## config.mk

```make
export PLATFORM = sky130hd
export DESIGN_NAME = serial_pattern_detector_flat
export DESIGN_NICKNAME = d
export VERILOG_FILES = /design/src/rtl/serial_pattern_detector_if.sv /design/src/rtl/serial_pattern_detector.sv /design/src/flat_wrapper.sv
export SDC_FILE = /design/constraint.sdc
export NUM_CORES = 1
export LEC_CHECK = 0
export CORE_AREA = 2 2 48 50
export CTS_CLUSTER_DIAMETER = 30
export DETAILED_ROUTE_END_ITERATION = 8
export DIE_AREA = 0 0 50 52
export PLACE_DENSITY = 0.74
export SYNTH_ARGS = -nofsm -noshare
export SYNTH_HDL_FRONTEND = slang
export SYNTH_SLANG_ARGS = --single-unit
```

## constraint.sdc

```tcl
create_clock -name clk -period 2.4 [get_ports clk]
set_clock_uncertainty 0.05 [all_clocks]
set_input_delay 0.6 -clock clk [delete_from_list [all_inputs] [get_ports clk]]
set_output_delay 0.6 -clock clk [all_outputs]
set_load 0.05 [all_outputs]
```

## src/rtl/serial_pattern_detector_if.sv

```systemverilog
// Bundles the serial-bit inputs and the detector status outputs of serial_pattern_detector.
// The master drives the bit stream; the slave is the detector.
interface serial_pattern_detector_if #(
  parameter int CNT_W = 8
);
  logic             en;
  logic             din;
  logic             clr;
  logic             match;
  logic [CNT_W-1:0] match_count;
  logic             sat;
  logic             primed;

  modport master (
    output en, din, clr,
    input  match, match_count, sat, primed
  );

  modport slave (
    input  en, din, clr,
    output match, match_count, sat, primed
  );
endinterface

```

## src/rtl/serial_pattern_detector.sv

```systemverilog
// Overlapping fixed-pattern detector on a qualified serial bit stream, with a fill
// state machine, a registered match pulse and a saturating match counter.
module serial_pattern_detector #(
  parameter int                     PATTERN_LEN = 4,
  parameter logic [PATTERN_LEN-1:0] PATTERN     = 4'b1011,
  parameter int                     CNT_W       = 8
) (
  input  logic                  clk,
  input  logic                  rst,
  serial_pattern_detector_if.slave bus
);

  localparam int FILL_W = $clog2(PATTERN_LEN + 1);

  typedef enum logic [1:0] {
    EMPTY,
    FILLING,
    PRIMED
  } state_t;

  state_t                 state, state_nxt;
  logic [FILL_W-1:0]      fill, fill_nxt;
  logic [PATTERN_LEN-1:0] hist, hist_nxt;
  logic [CNT_W-1:0]       count, count_nxt;
  logic                   sat_q, sat_nxt;
  logic                   match_q, match_nxt;

  function automatic logic [CNT_W-1:0] sat_inc(input logic [CNT_W-1:0] v);
    return (&v) ? v : v + 1'b1;
  endfunction

  // Fill tracking: fill holds the number of bits taken while FILLING.
  always_comb begin
    state_nxt = state;
    fill_nxt  = fill;
    if (bus.clr) begin
      state_nxt = EMPTY;
      fill_nxt  = '0;
    end else if (bus.en) begin
      unique case (state)
        EMPTY: begin
          state_nxt = FILLING;
          fill_nxt  = FILL_W'(1);
        end
        FILLING: begin
          fill_nxt = fill + 1'b1;
          if (fill == FILL_W'(PATTERN_LEN - 1)) state_nxt = PRIMED;
        end
        default: begin
          state_nxt = state;
        end
      endcase
    end
  end

  // A match needs a full window, so the zeroed history can never false-match.
  always_comb begin
    hist_nxt  = hist;
    count_nxt = count;
    sat_nxt   = sat_q;
    match_nxt = 1'b0;
    if (bus.clr) begin
      hist_nxt  = '0;
      count_nxt = '0;
      sat_nxt   = 1'b0;
    end else if (bus.en) begin
      hist_nxt = {hist[PATTERN_LEN-2:0], bus.din};
      if (state_nxt == PRIMED && hist_nxt == PATTERN) begin
        match_nxt = 1'b1;
        count_nxt = sat_inc(count);
        sat_nxt   = sat_q | (&count_nxt);
      end
    end
  end

  always_ff @(posedge clk or negedge rst) begin
    if (!rst) begin
      state   <= EMPTY;
      fill    <= '0;
      hist    <= '0;
      count   <= '0;
      sat_q   <= 1'b0;
      match_q <= 1'b0;
    end else begin
      state   <= state_nxt;
      fill    <= fill_nxt;
      hist    <= hist_nxt;
      count   <= count_nxt;
      sat_q   <= sat_nxt;
      match_q <= match_nxt;
    end
  end

  assign bus.match       = match_q;
  assign bus.match_count = count;
  assign bus.sat         = sat_q;
  assign bus.primed      = (state == PRIMED);

endmodule
```

## src/flat_wrapper.sv

```systemverilog
// flat-port wrapper written by rule: the top's interface ports become plain ports
module serial_pattern_detector_flat 
#(
  parameter int                     PATTERN_LEN = 4,
  parameter logic [PATTERN_LEN-1:0] PATTERN     = 4'b1011,
  parameter int                     CNT_W       = 8
)
  (clk, rst, bus_en, bus_din, bus_clr, bus_match, bus_match_count, bus_sat, bus_primed);
  serial_pattern_detector_if #(.CNT_W(CNT_W)) bus_i ();
  input  logic clk;
  input  logic rst;
  input wire logic [$bits(bus_i.en)-1:0] bus_en;
  input wire logic [$bits(bus_i.din)-1:0] bus_din;
  input wire logic [$bits(bus_i.clr)-1:0] bus_clr;
  output wire logic [$bits(bus_i.match)-1:0] bus_match;
  output wire logic [$bits(bus_i.match_count)-1:0] bus_match_count;
  output wire logic [$bits(bus_i.sat)-1:0] bus_sat;
  output wire logic [$bits(bus_i.primed)-1:0] bus_primed;
  assign bus_i.en = bus_en;
  assign bus_i.din = bus_din;
  assign bus_i.clr = bus_clr;
  assign bus_match = bus_i.match;
  assign bus_match_count = bus_i.match_count;
  assign bus_sat = bus_i.sat;
  assign bus_primed = bus_i.primed;
  serial_pattern_detector #(.PATTERN_LEN(PATTERN_LEN), .PATTERN(PATTERN), .CNT_W(CNT_W)) u_core (.clk(clk), .rst(rst), .bus(bus_i));
endmodule
```

* Word level (Yosys, flattened, before mapping)
Index checks and enable logic that the tools add are counted.
** Operators by class
- Muxes and demuxes :: 19
- Add/sub/neg operators :: 2
- Bitwise logic cells :: 1
- Reductions and logical operators :: 9
- Eq/ne operators :: 5
** Operators by type and width (number)
- two-way mux 8 bit :: 4
- AND reduction 8 bit :: 2
- two-way mux 3 bit :: 4
- adder 8 x 1 -> 8 bit, second input constant :: 1
- two-way mux 1 bit :: 6
- two-way mux 2 bit :: 3
- one-hot mux 3 bit (2 select lines) :: 1
- equality test 2 bit, second input constant :: 2
- equality test 4 bit, second input constant :: 1
- one-hot mux 2 bit (2 select lines) :: 1
- AND reduction 2 bit :: 2
- nonzero test 2 bit :: 2
- adder 3 x 1 -> 3 bit, second input constant :: 1
- equality test 3 x 2 -> 1 bit, second input constant :: 1
- nonzero test 3 bit :: 1
- equality test 2 x 1 -> 1 bit, second input constant :: 1
- logical NOT 2 bit :: 1
- logical AND 1 bit :: 1
- bitwise OR 1 bit :: 1
** Storage, ports and cells
- Flip-flop bits (word level) :: 18
- Output and inout port bits :: 11
- Input bits :: 5

* Longest topological paths before layout
- Depth after elaboration :: 10
- Gate-level depth with buffers :: 7
- Mapped depth without buffers :: 6

* Least setup slack after synthesis
Ideal clock, no wire load.
- Path kind :: reg2reg
- From :: reg u_core.count[0], in the netlist u_core.bus.match_count[0]
- To :: reg u_core.count[0], in the netlist u_core.bus.match_count[0]
- Arrival time :: 2005 ps
- Path buffers :: 1
- Slack :: 220 ps
- Cell stages (with the launch flop) :: 7
- Required time :: 2225 ps
- Path through :: dfrtp_1 ha_1 buf_4 nand3_2 or3_4 and2_4 mux2_2
** Between the ends
- Cells in the longest elaborated chain, start to end :: 5
** Ends and longest elaborated chain
- from (decl) :: RTL line serial_pattern_detector.sv:24 : logic [CNT_W-1:0] count, count_nxt;
- from (signal assigned) :: RTL line serial_pattern_detector.sv:88 : count <= count_nxt;
- adder 8 x 1 -> 8 bit or AND reduction 8 bit (tied branches) :: RTL line serial_pattern_detector.sv:29 : return (&v) ? v : v + 1'b1;
- two-way mux 8 bit (*) :: RTL line serial_pattern_detector.sv:29
- two-way mux 8 bit (*) :: RTL line serial_pattern_detector.sv:68 : if (state_nxt == PRIMED && hist_nxt == PATTERN) begin
- two-way mux 8 bit (*) :: RTL line serial_pattern_detector.sv:66 : end else if (bus.en) begin
- two-way mux 8 bit (*) :: RTL line serial_pattern_detector.sv:62 : if (bus.clr) begin
Mark *: on every way between the ends. The rest lies on a longest branch, timed or not. The select of a mux whose other input is x is not followed.
A chain may end at the register's enable or synchronous reset.

* Worst setup path in the final report
- From :: reg u_core.count[0], in the netlist u_core.bus.match_count[0]
- To :: out bus_match_count[0]
** RTL lines
- to (decl) :: RTL line flat_wrapper.sv:16 : output wire logic [$bits(bus_i.match_count)-1:0] bus_match_count;
No word-level cell between the ends.

==> qor.yml <==
status:
  status: "finished, final reports clean"
clock_tree:
  cts.clk_slew.worst_paths_ps: 100
  numCtsBuffers: 3
  h-tree-depth: 1
  clockRootBuffer: "clkbuf_4"
  cts_tree: "built"
  ctsResizeCount: 0
  postCtsSetupBuffers: 0
  insertion_delay_ps: 290
  cts_max_path_buffers: 2
  hold_buffers: 0
  cts_sinks: 18
setup_path:
  cp-start-kind: "register"
  crit_family: "buffers and inverters"
  worstPathCellList: "clkdlybuf4s50_1"
  path_max_fanout: 8
  worstPathRequired_ps: 1750
  crit_type: "register to output pin"
  critPathCaptureType: "output pin"
  worst-path-stages: 1
  crit_buf_inv: 1
  worst_ep_arrival_time_ps: 1640
  crit_slowest_cell: "clkdlybuf4s50_1"
  cpPeakStageDelay_ps: 860
  reg2reg_depth: 5
yosys:
  yosys-top-cells-count: "dfrtp_1 (18), nand2_1 (11), nor2_1 (10)"
  synthXorXnorAreaFrac: 0.00857
  netlist_area_sq_um: 1020
  async_reset_ff_frac: 1.00
  yosys_warnings: 0
  synth-main-ff-cell: "dfrtp_1"
  synth_edf_count: 0
  synth_cells: 107
  synth.largest_area_cell: "dfrtp_1"
  yosysSeqAreaShare: 0.441
  synth_fp_nets: 115
  yosys.area_share.simple: 0.251
  synth-seq-cells: 18
  synthTopCellsByArea: "dfrtp_1 (44%), nand2_1 (4.0%), a21oi_1 (3.9%)"
  synth_compound_area_frac: 0.157
  synthAdderAreaFrac: 0.0367
  synthDistinctLibCells: 39
  synth_top_family_by_area: "simple AND/OR/NAND/NOR gates"
  syn_avg_cell_area_sq_um: 9.55
  yosysMostFrequentCell: "dfrtp_1"
  synth.top_cell.area_share: 0.441
  synthMuxAreaShare: 0.0502
timing:
  setup_viol: 0
  final_max_slew_viol_count: 0
  tns_ps: 0
  tightest_slew_ps: 500
  period_needed_ps: 2290
  finalHoldViolations: 0
  fmax_mhz: 437
  grt_setup_unrepaired: "no"
  finalCritPeriodShare: 0.955
  slew-limit-headroom: 0.665
placement:
  gp_congestion: 0.864
  port_buffers: 15
  hpwl_mm: 1.50
worst_hold_path:
  hold_class: "register to register"
  whs_path_depth: 2
grt:
  overflow: 0
  grt_pass1_wl_mm: 3.67
  grt_pass1_vias: 817
  antenna_found_initial: 0
  grt.total_usage: 0.191
  grt_max_degree: 19
routing:
  vias: 863
  drt-initial-drc-count: 24
  drtAntennaViolNets: 0
  wirelength_mm: 2.08
  post_drt_wl_per_cell_um: 13.6
  first_pass_iters: 4
  viasPerCell: 5.64
  drc_errors: 0
floorplanning:
  ios: 16
  rows: 17
  initial_core_util: 0.485
  core_area_sq_um: 2110
  dieWidth_um: 50
  die_area_sq_um: 2600
  die_y_um: 52
layout:
  fin_nets: 134
  n_antenna_cell: 0
  syn_to_final_growth_pct: 20.6
  layout-drive-gt1-share: 0.152
job:
  maxCapViolCount: 0
power:
  p_leak_uw: 0.000498
  pwr_density_cell_nw_per_um2: 435
  p_total_uw: 536
  ir_drop_v: 0.000303
==> sequential cells by signal, summed over array words and instances, names as in the netlist <==
signal and flops:
u_core.bus.sat 1, u_core.state 2, u_core.hist 3, u_core.fill 3
u_core.bus.match_count 8, u_core.bus.match 1
==> through the flow <==
| stage | hold slack [ps] | worst slack [ps] | utilization | cells | instance area, sq um |
|---|---|---|---|---|---|
| floorplan | 254 | 220 | - | 107 | 1020 |
| global placement | 456 | 174 | 0.568 | 149 | 1200 |
| detailed placement | 470 | 129 | 0.568 | 149 | 1200 |
| CTS | 485 | 103 | 0.585 | 153 | 1230 |
| global route | 519 | 32.5 | 0.585 | 153 | 1230 |
| finish | 483 | 109 | 0.585 | 153 | 1230 |
==> metal layers <==
metal / wire, um / track usage / part of all wire
met5: 0 / 0 / 0
met2: 1000 / 0.296 / 0.48
met4: 46 / 0.106 / 0.022
met1: 953 / 0.249 / 0.46
met3: 77 / 0.0374 / 0.037
==> area by class of cell <==
cell class              instances  area (sq um)
fillers                       189           873
well taps                      28          35.0
repair buffers                 20           185
flip-flops and latches         18           450
multi-input cells              80           514
clock buffers                   4          36.3
inverters                       3          11.3
==> logic make-up after synthesis <==
logic type	after synthesis
mux	5
simple gates	47
flops	18
buf+inv	9
fa+ha+maj	3
xor+xnor	1
compound gates	24
==> path summary, 6_finish.rpt <==
kind,startpoint,end,slack [ps]
setup / recovery,u_core.bus.match_count[0]$_DFFE_PN0P_,bus_match_count[0],110
hold / removal,u_core.bus.sat$_DFFE_PN0P_,u_core.bus.sat$_DFFE_PN0P_,480
setup reg to reg,u_core.bus.match_count[0]$_DFFE_PN0P_,u_core.bus.match_count[0]$_DFFE_PN0P_,340
hold reg to reg,u_core.bus.sat$_DFFE_PN0P_,u_core.bus.sat$_DFFE_PN0P_,480
max in group asynchronous,rst,u_core.bus.match_count[0]$_DFFE_PN0P_,1530
min in group asynchronous,rst,u_core.state[0]$_DFF_PN0_,570
==> power by group <==
part / switching [uW] / total (uW) / internal [uW]
Combinational: 19.6 / 35.2 / 15.6
Sequential: 4.56 / 312 / 308
Clock: 96.0 / 188 / 92.5
==> cell usage in the layout, fill, tap and decap left out, types with 2 or more instances in the layout <==
cell | netlist | routed
nor3_1 | 4 | 4
a21oi_1 | 8 | 8
mux2i_1 | 4 | 4
a311oi_1 | 2 | 2
nand2_1 | 11 | 11
nand4_1 | 2 | 2
nand2b_1 | 2 | 2
nor2b_1 | 2 | 2
inv_1 | 3 | 3
ha_1 | 3 | 3
dfrtp_1 | 18 | 18
nor3b_1 | 2 | 2
clkdlybuf4s50_1 | 0 | 14
nand3_1 | 5 | 5
clkbuf_4 | 0 | 3
buf_4 | 2 | 6
nor2_1 | 10 | 10
o21ai_0 | 5 | 5
No activity file was read; power rests on OpenSTA's default activity.
==> edit 1, RTL diff (same settings) <==
`CNT_W` is set to 8 in 3 places; all go to 10.
--- a/src/rtl/serial_pattern_detector_if.sv
+++ b/src/rtl/serial_pattern_detector_if.sv
@@ -3,3 +3,3 @@
 interface serial_pattern_detector_if #(
-  parameter int CNT_W = 8
+  parameter int CNT_W = 10
 );
--- a/src/rtl/serial_pattern_detector.sv
+++ b/src/rtl/serial_pattern_detector.sv
@@ -5,3 +5,3 @@
   parameter logic [PATTERN_LEN-1:0] PATTERN     = 4'b1011,
-  parameter int                     CNT_W       = 8
+  parameter int                     CNT_W       = 10
 ) (
--- a/src/flat_wrapper.sv
+++ b/src/flat_wrapper.sv
@@ -5,3 +5,3 @@
   parameter logic [PATTERN_LEN-1:0] PATTERN     = 4'b1011,
-  parameter int                     CNT_W       = 8
+  parameter int                     CNT_W       = 10
 )
Ports: changed (resized bus_match_count); port bits go from 16 to 18. The function was not compared with the original's and may differ.
==> edit 1 against the original RTL <==
  * Worst setup slack got worse by 0.058 ns
  * Clock power rose by 6%
  * Synthesized cell count rose by 17%
  * Global-route usage rose by 3.6 points
  * Sequential cell count rose by 2
  * Cell area rose by 16%
  * Power rose by 8.3%
  * Area after synthesis rose by 16%
  * Die area did not move
  * Routed wire length rose by 23%
  * Cell count rose by 12%
  * Combinational power rose by 2%
==> edit 1: results (changes against the original RTL) <==
[run_status]
status = finished clean

[cells_and_area]
nets = 152  ; +13%
insertedDiodeCount = 0  ; unchanged
drive_gt1_share_pct = 11.9  ; -3.3 points
largest_register_ffs = 10  ; +2

[clock_network]
clk_root_buffer_cell = clkbuf_4
clkSlewWorstSetupHoldPaths_ns = 0.12  ; +0.02 ns
cts_setup_buffers = 0  ; unchanged
clockBufferDepth = 2  ; unchanged
h-tree-depth = 1  ; unchanged
clk_latency_ns = 0.30
numCtsBuffers = 3  ; unchanged

[routing]
viasPerCell = 5.87  ; +4.1%
drtIter0Drc = 7  ; -71%
wl_mm = 2.55  ; +23%
avgRoutedWirePerCell_microns = 14.9  ; +9.8%
first_pass_iters = 4  ; unchanged

[synthesis]
async_flop_share_pct = 100  ; unchanged
synth_cell_types = 43  ; +10%
ys_top_cells_by_area = dfrtp_1 (42%), mux2i_1 (4.2%), a21oi_1 (3.8%), ha_1 (3.2%), nand3_1 (2.9%)
syn_nets = 133  ; +16%
yosysSeqAreaShare_pct = 42.1  ; -2.0 points
postSynthAreaPerCell_sq_um = 9.52  ; -0.36%
synth_top_area_cell = dfrtp_1
yosysWarnings = 0  ; unchanged
synthTopCellsByCount = dfrtp_1 (20), a21oi_1 (9), nor2_1 (9)

[setup_path]
ff2ff_path_depth = 5  ; unchanged
critPathSlowestCell = clkdlybuf4s50_1
crit_path_max_fanout = 8  ; unchanged
critPathMaxStageDelay_ns = 0.87
crit_family = buffers and inverters
cp-endpoint = bus_match_count[5]
reg2reg_from = u_core.bus.match_count[0]
cp.arrival_ns = 1.70  ; +0.06 ns
rrSetupSlack_ns = 0.18  ; -0.16 ns
r2r-end = u_core.bus.sat
startpoint = u_core.bus.match_count[5]

[placed_design]
dp_hpwl_mm = 1.86  ; +24%
dp_cells = 167  ; +12%
io_buffers = 17  ; +2
post_dp_cell_area_sq_um = 1380  ; +16%
dp_worst_setup_slack_ns = 0.0973  ; -0.0321 ns
gp_congestion = 0.871  ; +0.86%

[worst_hold_path]
hold_class = register to register
hold_path_depth = 2  ; unchanged
hold_end = u_core.bus.sat
hold_start = u_core.bus.sat

[global_route]
grt_antenna_before_repair = 0  ; unchanged
grt_pass1_wl_mm = 4.50  ; +23%
grt_use_total_pct = 22.7  ; +3.6 points
grt_max_degree = 21  ; +2
grt_pass1_vias = 987  ; +21%

[timing]
min_period_over_period_pct = 97.9  ; +2.4 points
whs_ns = 0.461  ; -0.0214 ns
maxSlewHeadroom_pct = 66.5  ; about the same

[power_and_ir_drop]
max-vdd-ir-drop_uv = 304  ; +0.12%
p_leak_uw = 0.000633  ; +27%

-- edit 1: cells by family after synthesis --
kind of cell	synth area share, %
buf+inv	5.05
flops	42.1
mux	4.21
xor+xnor	2.21
simple gates	26.8
fa+ha+maj	3.15
compound gates	16.5
-- edit 1: what timing repair did --
item	4_1_cts	5_1_grt
endpoints found under the hold margin	0	0
setup endpoints to repair	0	2
gates resized for setup	0	2
-- edit 1: routing by layer --
metal / part of all wire [%] / global-route usage [%]
met3: 3.1 / 3.16
met4: 1.8 / 9.26
met1: 46 / 29.3
met2: 49 / 38.2
met5: 0 / 0
-- edit 1: layout make-up --
class	instances	area, sq um
clock buffers	4	36.3
fillers	176	682
inverters	2	7.51
multi-input cells	94	629
flip-flops and latches	20	500
well taps	28	35.0
repair buffers	23	215
-- edit 1: report_power, final --
group | switching [uW] | internal [uW] | leakage, uW | total (uW)
logic | 20.1 | 15.7 | 0.000336 | 35.9
clock network | 106 | 92.6 | 0.0000210 | 199
registers | 4.39 | 341 | 0.000276 | 346
==> edit 2, RTL diff (config.mk and constraints unchanged) <==
Without the edit above. Reset style: synchronous (`rst`), changed in one clocked block.
--- a/src/rtl/serial_pattern_detector.sv
+++ b/src/rtl/serial_pattern_detector.sv
@@ -75,3 +75,3 @@
 
-  always_ff @(posedge clk or negedge rst) begin
+  always_ff @(posedge clk) begin
     if (!rst) begin
Behaviour: differs if rst is asserted again (counterexample within 10 cycles, from zero or initial values and one cycle with rst low); with rst held inactive, the same outputs for 10 cycles.
==> edit 2 against the original RTL <==
  * Area after synthesis down 3.8%
  * Synthesized cell count up 5.6%
  * Power down 2.2%
  * Cell area down 2.1%
  * Sequential cell count unchanged
  * Sequential share of layout area down 6.7 points
  * Routed wire length down 2.5%
  * Critical path depth unchanged
  * Worst setup slack worse by 0.012 ns
  * Largest cell class unchanged
  * Global-route usage down 2.1 points
==> edit 2: results (changes against the original RTL) <==
[run_status]
status = finished clean

[synthesis]
yosysSeqAreaShare_pct = 36.6  ; -7.4 points
synth_top_family_by_area = simple AND/OR/NAND/NOR gates
synth-adder-area-share_pct = 3.82  ; +0.14 points
ys_top_cells_by_area = dfxtp_1 (37%), nand2_1 (5.7%), mux2i_1 (5.1%), nor2_1 (4.6%), ha_1 (3.8%)
muxShareOfSynthArea_pct = 5.09  ; +0.071 points
synthTopCellsByCount = dfxtp_1 (18), nand2_1 (15), nor2_1 (12)
syn_nets = 121  ; +5.2%
synth_xor_area_share_pct = 1.78  ; +0.92 points
async_flop_share_pct = 0  ; -100 points
synth_compound_area_share_pct = 15.5  ; -0.15 points
synth_cell_types = 43  ; +10%

[power_and_ir_drop]
p_switching_uw = 117  ; -2.8%
max-vdd-ir-drop_uv = 293  ; -3.4%
switching_share_pct = 22.3  ; -0.14 points
powerClk_uw = 192  ; +2%

[placed_design]
gp_congestion = 0.900  ; +4.2%
dp_hpwl_mm = 1.47  ; -1.8%
post_dp_cell_area_sq_um = 1170  ; -2.2%

[cells_and_area]
nets = 141  ; +5.2%
drive_gt1_share_pct = 15.2  ; -0.048 points
instances_no_fill = 160  ; +4.6%
fillers = 195  ; +3.2%

[setup_path]
ff2ff_path_depth = 6  ; +1

[global_route]
grt_pass1_vias = 782  ; -4.3%
grt_max_degree = 18  ; -1
grt_pass1_wl_mm = 3.33  ; -9.2%
grt_use_total_pct = 17.0  ; -2.1 points

[routing]
drtIter0Drc = 25  ; +4.2%
avgRoutedWirePerCell_microns = 12.7  ; -6.7%
vias = 859  ; -0.46%

[timing]
worstMarginPinSlew_ns = 0.498  ; -0.00228 ns

-- edit 2: cell types whose count changed after synthesis, moves of 3 or more --
cell	unedited run	this run
dfxtp_1	0	18
o21ai_0	5	2
dfrtp_1	18	0
and2_1	0	3
nand2_1	11	15
-- edit 2: path summary, 6_finish.rpt --
kind	start	to	slack, ns
setup / recovery	u_core.bus.match_count[5]	bus_match_count[5]	0.1
hold / removal	u_core.fill[2]	u_core.fill[2]	0.41
setup reg to reg	u_core.bus.match_count[0]	u_core.bus.sat	0.30
hold reg to reg	u_core.fill[2]	u_core.fill[2]	0.41
-- edit 2: per-layer routing --
layer	track usage, %	vias to the layer above	wire length [microns]
li1	-	440	-
met1	21.6	392	970
met2	27.9	23	951
met3	2.87	4	78
met4	8.33	0	27
met5	0	-	0
-- edit 2: final cells by class --
cell class                 count  area, sq um  area share [%]
tap                           28         35.0            2.90
sequential                    18          360            29.9
clock buffer                   4         36.3            3.01
inverter                       3         11.3           0.934
timing repair buffer          19          178            14.7
multi-input combinational     88          586            48.5
